==> config.mk <==
export PLATFORM = sky130hd
export DESIGN_NAME = jtopl_eg_adv
export DESIGN_NICKNAME = d
export VERILOG_FILES = /design/src/rtl/jtopl_eg_pkg.sv /design/src/rtl/jtopl_eg_step.sv /design/src/rtl/jtopl_eg_adv.sv
export SDC_FILE = /design/constraint.sdc
export NUM_CORES = 1
export LEC_CHECK = 0
export CORE_AREA = 5 5 192 194
export DETAILED_ROUTE_END_ITERATION = 12
export DIE_AREA = 0 0 197 199
export GPL_ROUTABILITY_DRIVEN = 1
export GPL_TIMING_DRIVEN = 0
export SYNTH_ARGS = -nofsm -noshare
export SYNTH_HDL_FRONTEND = slang
export SYNTH_SLANG_ARGS = --single-unit
export TNS_END_PERCENT = 5
==> constraint.sdc <==
create_clock -name clk -period 9.1 [get_ports clk]
set_input_delay 2.73 -clock clk [delete_from_list [all_inputs] [get_ports clk]]
set_output_delay 2.73 -clock clk [all_outputs]
set_load 0.05 [all_outputs]
==> src/rtl/jtopl_eg_pkg.sv <==
// Shared definitions for the OPL envelope generator.
// Holds the state encodings used by the advance engine and the control block,
// the attenuation ceiling, the per-fraction step patterns, the rate ceiling
// and the packed slot record kept in the circulating store.
package jtopl_eg_pkg;

  typedef enum logic [2:0] {
    ST_RELEASE = 3'b000,
    ST_ATTACK  = 3'b001,
    ST_DECAY   = 3'b010,
    ST_HOLD    = 3'b100
  } eg_state_e;

  localparam logic [9:0] EG_MAX   = 10'h3FF;
  localparam logic [5:0] RATE_MAX = 6'd63;

  localparam logic [7:0] STEP_PAT0 = 8'b10101010;
  localparam logic [7:0] STEP_PAT1 = 8'b11101010;
  localparam logic [7:0] STEP_PAT2 = 8'b11101110;
  localparam logic [7:0] STEP_PAT3 = 8'b11111110;

  typedef struct packed {
    eg_state_e  state;
    logic [9:0] eg;
  } eg_slot_t;

  // Step pattern selected by the fractional part of the effective rate.
  function automatic logic [7:0] step_pattern(input logic [1:0] frac);
    case (frac)
      2'd0:    step_pattern = STEP_PAT0;
      2'd1:    step_pattern = STEP_PAT1;
      2'd2:    step_pattern = STEP_PAT2;
      default: step_pattern = STEP_PAT3;
    endcase
  endfunction

endpackage

==> src/rtl/jtopl_eg_step.sv <==
// Combinational rate / step computation for the slot at the store head.
// Ports:
//   base_rate_i  {R[3:0],lsb} from control
//   ksr_i        key-scale-rate select
//   keycode_i    {block,fnum_msb}
//   eg_cnt_i     global envelope counter (pre-increment value)
//   rate_o       effective rate R = rate6[5:2]
//   inc_o        attenuation increment for this visit (0..4)
// Macro JTOPL_EG_KSR_EN enables the key-scale rate offset; without it the
// rate depends on base_rate only and ksr_i/keycode_i are ignored.
module jtopl_eg_step
  import jtopl_eg_pkg::*;
#(
  parameter int unsigned CNTW = 15
) (
  input  logic [4:0]      base_rate_i,
  input  logic            ksr_i,
  input  logic [3:0]      keycode_i,
  input  logic [CNTW-1:0] eg_cnt_i,
  output logic [3:0]      rate_o,
  output logic [2:0]      inc_o
);

  logic [3:0] koff;

`ifdef JTOPL_EG_KSR_EN
  assign koff = ksr_i ? keycode_i : {2'b00, keycode_i[3:2]};
`else
  logic unused_ksr;
  assign unused_ksr = ^{ksr_i, keycode_i};
  assign koff       = 4'd0;
`endif

  logic [6:0]      rate_sum;
  logic [5:0]      rate6;
  logic [7:0]      pattern;
  logic [3:0]      sh;
  logic [CNTW-1:0] low_mask;
  logic [2:0]      pat_idx;

  // Saturated effective rate, then either per-cycle increment (R>=12)
  // or counter-gated single steps (R<12).
  always_comb begin
    rate_sum = {1'b0, base_rate_i, 1'b0} + {3'b000, koff};
    if (base_rate_i == 5'd0)
      rate6 = 6'd0;
    else if (rate_sum > {1'b0, RATE_MAX})
      rate6 = RATE_MAX;
    else
      rate6 = rate_sum[5:0];
    rate_o   = rate6[5:2];
    pattern  = step_pattern(rate6[1:0]);
    // sh is only meaningful for 1<=R<=11; wraps harmlessly otherwise
    sh       = 4'd12 - rate_o;
    low_mask = (CNTW'(1) << sh) - CNTW'(1);
    pat_idx  = 3'(eg_cnt_i >> sh);
    inc_o    = 3'd0;
    if (rate_o >= 4'd12)
      inc_o = 3'(rate_o - 4'd11);
    else if (rate_o != 4'd0 && (eg_cnt_i & low_mask) == '0 && pattern[pat_idx])
      inc_o = 3'd1;
  end

endmodule

==> src/rtl/jtopl_eg_adv.sv <==
// Envelope-advance engine: circulating per-slot {state,eg} store, global
// envelope counter and attack/decay/release arithmetic.
// Ports:
//   clk, rst      clock, asynchronous active-high reset
//   cen           clock enable for all state
//   zero          marks slot 0 of a frame; advances eg_cnt
//   base_rate     rate of the head slot from control
//   state_next    next state of the head slot from control
//   ksr, keycode  key-scale-rate inputs (used only with JTOPL_EG_KSR_EN)
//   eg_out        attenuation of the head slot
//   state_out     state of the head slot
//   eg_cnt        global envelope counter
module jtopl_eg_adv
  import jtopl_eg_pkg::*;
#(
  parameter int unsigned SLOTS = 18,
  parameter int unsigned CNTW  = 15
) (
  input  logic            clk,
  input  logic            rst,
  input  logic            cen,
  input  logic            zero,
  input  logic [4:0]      base_rate,
  input  logic [2:0]      state_next,
  input  logic            ksr,
  input  logic [3:0]      keycode,
  output logic [9:0]      eg_out,
  output logic [2:0]      state_out,
  output logic [CNTW-1:0] eg_cnt
);

  eg_slot_t        store_q [SLOTS];
  eg_slot_t        head;
  eg_slot_t        head_d;
  logic [CNTW-1:0] eg_cnt_q;
  logic [CNTW-1:0] eg_cnt_d;
  logic [3:0]      rate;
  logic [2:0]      inc;
  eg_state_e       nx_state;
  logic [12:0]     att_prod;
  logic [9:0]      att_dec;
  logic [10:0]     rel_sum;

  assign head      = store_q[SLOTS-1];
  assign eg_out    = head.eg;
  assign state_out = head.state;
  assign eg_cnt    = eg_cnt_q;
  assign nx_state  = eg_state_e'(state_next);

  jtopl_eg_step #(.CNTW(CNTW)) u_step (
    .base_rate_i (base_rate),
    .ksr_i       (ksr),
    .keycode_i   (keycode),
    .eg_cnt_i    (eg_cnt_q),
    .rate_o      (rate),
    .inc_o       (inc)
  );

  // Next value of the head slot; eg only moves when the state is kept.
  always_comb begin
    head_d       = head;
    head_d.state = nx_state;
    att_prod     = 13'(head.eg) * 13'(inc);
    att_dec      = 10'(att_prod >> 3);
    rel_sum      = {1'b0, head.eg} + 11'(inc);
    eg_cnt_d     = zero ? eg_cnt_q + CNTW'(1) : eg_cnt_q;
    if (nx_state == head.state) begin
      case (head.state)
        ST_ATTACK: begin
          if (rate == 4'd15) begin
            head_d.eg = 10'd0;
          end else begin
            // small eg would never reach 0 through the shift alone
            if (att_dec == 10'd0 && inc != 3'd0 && head.eg != 10'd0)
              att_dec = 10'd1;
            head_d.eg = (att_dec >= head.eg) ? 10'd0 : head.eg - att_dec;
          end
        end
        ST_DECAY, ST_RELEASE:
          head_d.eg = (rel_sum > {1'b0, EG_MAX}) ? EG_MAX : rel_sum[9:0];
        default: head_d.eg = head.eg;
      endcase
    end
  end

  // Store shift and frame counter.
  always_ff @(posedge clk or posedge rst) begin
    if (rst) begin
      for (int i = 0; i < int'(SLOTS); i++) begin
        store_q[i].state <= ST_RELEASE;
        store_q[i].eg    <= EG_MAX;
      end
      eg_cnt_q <= '0;
    end else if (cen) begin
      store_q[0] <= head_d;
      for (int i = 1; i < int'(SLOTS); i++)
        store_q[i] <= store_q[i-1];
      eg_cnt_q <= eg_cnt_d;
    end
  end

endmodule

; ---- After elaboration in Yosys (flattened, before gate mapping)
; Index checks and enable logic that the tools add are counted.
[totals]
regBits = 249
inputBits = 17
output_inout_bits = 28
word_cells = 88
[op_classes]
addsub = 6
mul = 1
order_cmp = 5
n_eq_ne = 6
shift = 2
n_mux = 16
n_bitwise = 1
n_reduce_logical = 14
[op_table]
columns = cell, count
row1 = $mux W10, 8
row2 = $pmux W7 S3, 1
row3 = $pmux W10 S2, 1
row4 = $add A15 B1 Y15 const B, 1
row5 = $and A15 B15 Y15, 1
row6 = $logic_not A15 Y1, 1
row7 = $shl A1 B4 Y15 const A, 1
row8 = $shr A15 B4 Y3, 1
row9 = $sub A15 B2 Y15 const B, 1
row10 = $mul A10 B3 Y13, 1
row11 = $mux W6, 2
row12 = $add A10 B3 Y11, 1
row13 = $gt A11 B10 Y1 const B, 1
row14 = $ge A10 B10 Y1, 1
row15 = $logic_not A10 Y1, 1
row16 = $reduce_bool A10 Y1, 1
row17 = $sub A10 B10 Y10, 1
row18 = $gt A6 B6 Y1 const B, 1
row19 = $logic_not A5 Y1, 1
row20 = $eq A4 B4 Y1 const B, 1
row21 = $ge A4 B4 Y1 const B, 1
row22 = $logic_and A1 B1 Y1, 4
row23 = $lt A3 B4 Y1 const B, 1
row24 = $reduce_bool A4 Y1, 1
row25 = 15 further kinds, 16

; ---- Logic depth before layout (Yosys ltp)
; Gate-level depths: netlist of the first run.
[depth]
ltp_word = 25
mapped_depth = 39

; ---- Modules after synthesis
; Synthesis of the first run repeated with hierarchy kept, for this count alone.
[hier_totals]
hier_cells = 1014
area_unflattened_um2 = 12624.6
[by_module_without_submodules]
columns = mod, n_inst, cells_per_inst, area_per_inst_um2, seq_area_each_um2
row1 = jtopl_eg_adv, 1, 828, 11383.4, 6456.2
row2 = jtopl_eg_step, 1, 186, 1241.2, 0.0

; ---- Least setup slack after synthesis of the first run
; No wires, ideal clock.
[synth_path]
path_type = input-to-reg
from = in base_rate[1]
to = reg store_q[230] (netlist name)
arrival_ps = 10422
t_required_ps = 9011
slack_ps = -1412
path_stages = 35
path_cell_list = buf_4 inv_1 ha_1 clkbuf_1 clkbuf_1 nor2_1 o21ai_0 ha_1 inv_1 a211oi_4 o2111ai_1 xor2_1 a2111o_1 o32ai_4 and2_1 fa_1 ha_1 a21o_1 a21o_1 a41o_1 a211oi_1 nor2b_1 o21ai_0 nand2b_1 xor2_1 o31ai_2 ha_1 fa_1 o21ai_0 a221oi_1 o21bai_1 a21oi_1 a2111oi_2 a211oi_1 a211oi_1
[synth_between]
elab_chain_len = 25
elab_cells_between_ends = 42
classes_between = add/sub: 5 / mul: 1 / order compare: 4 / eq/ne: 3 / shift: 2 / mux: 16 / bitwise: 1 / reduce/logical: 10
[synth_rtl]
columns = element, line
row1 = "start, declared", jtopl_eg_adv.sv:23  ; input logic [4:0] base_rate,
row2 = $gt A6 B6 Y1, jtopl_eg_step.sv:47  ; else if (rate_sum > {1'b0, RATE_MAX})
row3 = $mux W6, jtopl_eg_step.sv:47
row4 = $mux W6 (*), jtopl_eg_step.sv:45  ; if (base_rate_i == 5'd0)
row5 = $sub A4 B4 Y4, jtopl_eg_step.sv:54  ; sh = 4'd12 - rate_o;
row6 = $shl A1 B4 Y15, jtopl_eg_step.sv:55  ; low_mask = (CNTW'(1) << sh) - CNTW'(1);
row7 = $sub A15 B2 Y15, jtopl_eg_step.sv:55
row8 = $and A15 B15 Y15, jtopl_eg_step.sv:60  ; else if (rate_o != 4'd0 && (eg_cnt_i & low_mask) == '0 && pattern[pat_idx])
row9 = $logic_not A15 Y1, jtopl_eg_step.sv:60
row10 = [9 not listed], --
row11 = $mux W10, jtopl_eg_adv.sv:70  ; if (rate == 4'd15) begin
row12 = $mux W10, jtopl_eg_adv.sv:68  ; case (head.state)
row13 = $mux W10, jtopl_eg_adv.sv:67  ; if (nx_state == head.state) begin
row14 = $sub A10 B10 Y10 / $ge A10 B10 Y1 (equally long branches), jtopl_eg_adv.sv:76  ; head_d.eg = (att_dec >= head.eg) ? 10'd0 : head.eg - att_dec;
row15 = $mux W10, jtopl_eg_adv.sv:76
row16 = $mux W10, jtopl_eg_adv.sv:70
row17 = $pmux W10 S2 (*), jtopl_eg_adv.sv:68
row18 = $mux W10 (*), jtopl_eg_adv.sv:67
row19 = "end signal, assigned by index", jtopl_eg_adv.sv:97  ; store_q[i] <= store_q[i-1];
row20 = "end, declared", jtopl_eg_adv.sv:32  ; eg_slot_t store_q [SLOTS];
; Mark *: on every way between the ends. The rest lies on a longest branch, timed or not. The select of a mux whose other input is x is not followed.
; A chain may end at the register's enable or synchronous reset.

; ---- Final worst setup path of the first run
[layout_path]
from = in base_rate[4]
to = reg store_q[221] (netlist name)
; The elaborated chain is that of the path after synthesis.

==> impl_results.md, run 1 <==
- Worst IR drop on VDD: 205 uV
- Synth area leaders: dfstp_2 (38%), mux2_2 (20%), dfrtp_1 (14%)
- Clk root buf: clkbuf_16
- Clock skew: 11.8 ps
- Sinks on Clock Net: 249
- Grt total ovfl: 0
- P&R area growth vs syn: 21.0%
- Slew margin rel.: 34.9%
- First-pass GRT wire length: 45,000 um
- Via count of the first global-routing pass: 8,422
- CP Capture Type: register
- Routed length per instance: 17.3 um
- Post-Route WL: 27,100 um
- CTS H-tree lvls: 1
- # diodes: 0
- I/O Buffers: 38
- CTS clk-pin slew, worst paths: 60 ps
- Slew @ Worst Pin: 974 ps
- Initial DRC count: 296
- Total CTS buffers: 27
- Number of max-cap violations: 0
- Warnings, synthesis: 0
- Slowest cell delay on critical path: 460 ps
- Die H: 199 um
- Drt drc: 0
- Post-synth top area share: 38.1%
- Crit path max fanout: 7
- Fin. Hold Viols: 0
- Minimum clock period: 9170 ps
- Register area share after synthesis: 52.1%
- Total GRT Usage: 13.8%
- Post-synthesis register bit count: 249
- Die Span X: 197 um
- Initial core utilization: 35.4%
- Final HPWL DP: 18,600 um
- Number of hold buffers added after cts: 0
- TritonCTS clock tree: yes
- CP max stage cell: fa_1
- Worst Hold Class: register to register
- Most instantiated library cell after synthesis: mux2_2
- Unique masters post-synth: 73
- Max-slew violation count: 0
- First-pass iteration count of the detailed router: 4
- Final nets: 1,140
- EDFF count, synth: 0
- Skew-Pair Late Insertion Delay: 520 ps
- GP Congestion: 0.885
- Critical Path Source Type: input port
- Critical Path RT: 9530 ps
- Post-Syn Area: 0.0124 mm^2
- Setup-failing EPs final: 10
- WS Path Type: input port to register
- Unrepaired setup endpoints after global routing: true
- Place WS: -2140 ps
- Failing checks: setup timing
- Synth Area per Inst: 12.7 um^2
- Clock tree buffer depth: 3
- Synth async-reset ratio: 100%
- Total die area: 0.0392 mm^2
- Crit path max-delay family: compound AO/OA/AOI/OAI gates
- Most used DFF post-synth: dfstp_2
- Largest net degree at the start of global routing: 101
- PnR worst setup slack: -74.4 ps
- Core area: 0.0351 mm^2
- CP arrival: 9610 ps
- Vias: 7,860
- Layout cells sized above 1: 51.9%
- Io pins: 45
- Crit path top cell by count: buf_6
- Post-synth net total: 1,037
- Lkg Pwr: 6.23 nW
- Fin crit share: 101%
- Leading area contributor after synthesis: dfstp_2
- WP buf/inv: 7
- Vias per std cell: 5.03
- Initial antenna violation count: 0
- Antenna viol nets, final: 0
- F_max: 109 MHz
- Synth top cells by count: mux2_2 (224), dfstp_2 (180), dfrtp_1 (69), a21oi_1 (45), clkbuf_1 (45)
- Status: complete, but fails checks
- Row cnt: 69
- Total power: 0.00320 W
- Synth Instances: 979
- Power per cell area: 213 mW/mm^2
## state kept, by name, indices dropped and copies added, names as in the netlist
register and count:
state_out 3, eg_out 10, eg_cnt 15, store_q 221
## worst paths after layout
check / to / from / cells past startpoint / slack, ps
max: store_q[221] / base_rate[4] / 37 / -70
min reg2reg: store_q[88] / store_q[101] / 1 / 500
min: store_q[88] / store_q[101] / 1 / 500
max in group asynchronous: store_q[43] / rst / 3 / 5600
max reg2reg: store_q[221] / eg_cnt[10] / 30 / 2620
min in group asynchronous: store_q[233] / rst / 2 / 2650
## final cells by class
cell class,instances,area [um^2]
multi-input combinational,636,5860
inverter,30,138
sequential,249,6460
buffer,62,392
fill,3314,20000
clock inverter,5,53.8
tap,461,577
timing repair buffer,76,744
clock buffer,45,783
## timing repair
item / in CTS / in global routing
pin swaps: 33 / 44
buffers inserted: 28 / 8
endpoints found under the setup margin: 10 / 10
gates resized for setup: 76 / 31
## per-stage QoR
step,hold slack (ps),TNS [ps],util [%],cell area (um^2),cells
2_1_floorplan,465,-13520,-,12600,979
3_3_place_gp,483,-344430,38.5,13500,1478
3_5_place_dp,490,-20750,38.7,13600,1480
4_1_cts,504,0,42.3,14800,1556
5_1_grt,515,-3730,42.8,15000,1564
6_report,499,-621,42.8,15000,1564
## cell usage in the layout, fill, tap and decap left out, types with 5 or more instances in the layout
cell type,count
clkbuf_8,6
nor3_1,9
and2_1,16
a21oi_2,10
mux2i_1,5
a21oi_1,34
nor2_1,27
o21ai_0,17
dfrtp_1,69
o21ai_1,16
nand4_1,14
nand3_1,15
mux2_2,224
xnor2_1,21
nand2_1,39
buf_4,45
xor2_1,19
a21o_1,9
fa_1,9
buf_6,6
clkbuf_16,28
inv_1,25
ha_1,24
and3_1,18
dfstp_2,180
nor2b_1,7
clkdlybuf4s50_1,34
clkbuf_1,50
## metal layers
| metal | track usage, % | part of all wire, % |
|---|---|---|
| met1 | 18.9 | 46 |
| met2 | 23.4 | 49 |
| met3 | 1.69 | 3.2 |
| met4 | 3.42 | 1.7 |
| met5 | 0 | 0 |
## power by group
| group | switching, W | internal, W | total [W] |
|---|---|---|---|
| combinational | 0.000352 | 0.000333 | 0.000685 |
| clock | 0.000412 | 0.000612 | 0.00102 |
| sequential | 0.000143 | 0.00135 | 0.00149 |
| total | 0.000907 | 0.00229 | 0.00320 |
## cell families (layout without fill, tap and decap cells)
group,after synthesis,count (layout),share of synthesized area [%]
xor gates and xnor gates,46,46,3.31
DFF,249,249,52.1
adders and majority gates,41,41,4.80
and+or+nand+nor,176,176,7.43
buffers and inverters,94,218,3.38
AOI/OAI and AO/OA,140,140,7.56
muxes,233,233,21.5
Note: power is estimated with default switching activity, not from simulation.
==> run 2: changes to the inputs <==
CTS_CLUSTER_DIAMETER = 60   (was unset)
==> run 2 against run 1 <==
The flow still finishes with violations (setup timing). Non-clock buffer count up 3. Sequential cell count unchanged. Register-to-register slack about the same. Total power up 1.2%. Core utilization up 0.17 points. Combinational power down 0.7%. Fmax up 0.47%. Setup slack better by 43 ps. Hold slack worse by 4.7 ps. Sequential power about the same. Cell count up 0.32%. Count of clock-buffer cells in the layout up 1. Critical path type unchanged. Critical endpoint is now store_q[224].
==> impl_results.md, run 2 (same netlist as run 1, synthesis figures left out) <==
- Io pins: 45 (unchanged)
- Total CTS buffers: 28 (+3.7%)
- Biggest register: store_q
- Initial core utilization: 35.4% (unchanged)
- Die Span X: 197 um (unchanged)
- Crit path max fanout: 7 (unchanged)
- Crit path max-delay family: compound AO/OA/AOI/OAI gates
- Fin. Hold Viols: 0 (unchanged)
- First-pass iteration count of the detailed router: 4 (unchanged)
- WS Path Type: input port to register
- Status: complete, but fails checks
- Initial antenna violation count: 0 (unchanged)
- Power per cell area: 215 mW/mm^2 (+0.83%)
- Max reg flops: 221 (unchanged)
- Unrepaired setup endpoints after global routing: true
- NetSw: 0.000918 W (+1.2%)
- Sw frac: 28.4% (about the same)
- P&R area growth vs syn: 21.5%
- CTS clk-pin slew, worst paths: 60 ps (about the same)
- Final nets: 1,144 (+0.35%)
- Max-slew violation count: 0 (unchanged)
- Reg power frac: 46.0% (-0.6 points)
- Vias: 7,896 (+0.46%)
- Critical Path RT: 9540 ps (about the same)
- Clock Power Share: 33.0% (+1.0 points)
- Vias per std cell: 5.03 (+0.14%)
- Clock skew: 26.2 ps (+14.4 ps)
- I/O Buffers: 38 (unchanged)
- TritonCTS clock tree: yes
- Place WS: -2140 ps (unchanged)
- Antenna viol nets, final: 0 (unchanged)
- Sinks on Clock Net: 249 (unchanged)
- Crit path top cell by count: ha_4
- Slew margin rel.: 33.2% (-1.7 points)
- Total die area: 0.0392 mm^2 (unchanged)
- Fin crit share: 100% (-0.47 points)
- Grt total ovfl: 0 (unchanged)
- Total GRT Usage: 13.8% (-0.037 points)
- Die H: 199 um (unchanged)
- Clock tree buffer depth: 3 (unchanged)
- Layout cells sized above 1: 52.2% (+0.31 points)
- Via count of the first global-routing pass: 8,436 (+0.17%)
- Drt drc: 0 (unchanged)
- Number of max-cap violations: 0 (unchanged)
- DP Cell Count: 1,480 (unchanged)
- Skew-Pair Late Insertion Delay: 540 ps (+20 ps)
- CTS H-tree lvls: 1 (unchanged)
- Lkg Pwr: 6.27 nW (+0.57%)
- Post-Route WL: 27,100 um (about the same)
- Initial DRC count: 339 (+15%)
- Most frequent cells in the layout: mux2_2 (224), dfstp_2 (180), dfrtp_1 (69)
- Setup-failing EPs final: 5 (-5)
- CP arrival: 9570 ps (-40 ps)
- Commonest non-fill, non-tap cell in the layout: mux2_2
- First-pass GRT wire length: 45,000 um (-0.17%)
- Non-Filler Instances: 1,569 (+0.32%)
- Critical Path Source Type: input port
- Int Power: 0.00232 W (+1.2%)
- Slew @ Worst Pin: 999 ps (+25.3 ps)
- Failing checks: setup timing
- Combinational Power Share: 21.0% (-0.4 points)
- Routed length per instance: 17.2 um (-0.35%)
- Worst Hold Class: register to register
- # diodes: 0 (unchanged)
- Clk root buf: clkbuf_16
- CP max stage cell: fa_1
- Hold WS: 494 ps (-4.70 ps)
- Row cnt: 69 (unchanged)
- CP Capture Type: register
- Largest net degree at the start of global routing: 101 (unchanged)
- Core area: 0.0351 mm^2 (unchanged)
- GP Congestion: 0.885 (unchanged)
- Number of hold buffers added after cts: 0 (unchanged)
- Worst IR drop on VDD: 205 uV (about the same)
- Minimum clock period: 9130 ps (-43.0 ps)
- Slowest cell delay on critical path: 460 ps (about the same)
- Final HPWL DP: 18,600 um (unchanged)
- F_max: 110 MHz (+0.47%)
- PnR worst setup slack: -31.4 ps (+43.0 ps)
- WP buf/inv: 6 (-1)
==> run 2: final cells by class <==
class | instances | area, um^2
fill | 3307 | 20000
sequential | 249 | 6460
multi-input combinational | 636 | 5860
clock buffer | 46 | 818
timing repair buffer | 80 | 769
tap | 461 | 577
buffer | 61 | 373
inverter | 30 | 138
clock inverter | 6 | 72.6
==> run 2: final timing paths <==
path	startpoint	endpoint	slack [ps]	cells past startpoint
setup reg to reg	eg_cnt[10]	store_q[224]	2620	30
max in group asynchronous	rst	store_q[18]	5620	3
hold reg to reg	store_q[128]	store_q[115]	490	1
setup / recovery	base_rate[1]	store_q[224]	-30	38
hold / removal	store_q[128]	store_q[115]	490	1
min in group asynchronous	rst	store_q[233]	2640	2
==> run 2: worst reg2reg max path, delay by kind of cell (launching register included) <==
kind,cells,cell delay (ps)
compound gates,16,3070
xor+xnor,1,210
fa+ha+maj,4,1290
buf+inv,3,710
flops,1,340
mux,1,310
simple gates,5,490
==> run 2: power groups by stage <==
stage	clock network, W	registers [W]	logic (W)
final	0.00107	0.00149	0.000680
after global routing	0.00115	0.00152	0.000739
after CTS	0.00110	0.00149	0.000669
after detailed placement	0	0.00151	0.000638
after global placement	0	0.00151	0.000625
after floorplan	0	0.00148	0.000454
==> run 2: routing by layer <==
metal,GRT usage [%],share of wire [%],vias to the layer above
met5,0,0,-
met3,1.80,3.2,35
met4,3.34,1.7,0
li1,-,-,3704
met1,18.8,46,4022
met2,23.4,49,135
==> run 2: metrics by stage <==
step	setup TNS (ps)	utilization [%]	power, W	instance area [um^2]
2_1_floorplan	-13520	-	0.00194	12600
3_3_place_gp	-344430	38.5	0.00213	13500
3_5_place_dp	-20750	38.7	0.00215	13600
4_1_cts	0	42.2	0.00327	14800
5_1_grt	-2460	43.0	0.00341	15100
6_report	-62.4	43.0	0.00324	15100
==> run 2: repair_timing <==
item                       CTS  global route
buffers inserted            23            16
setup endpoints to repair   10            10
cloned                       1             0
pin swaps                   30            41
gates resized for setup     62            45
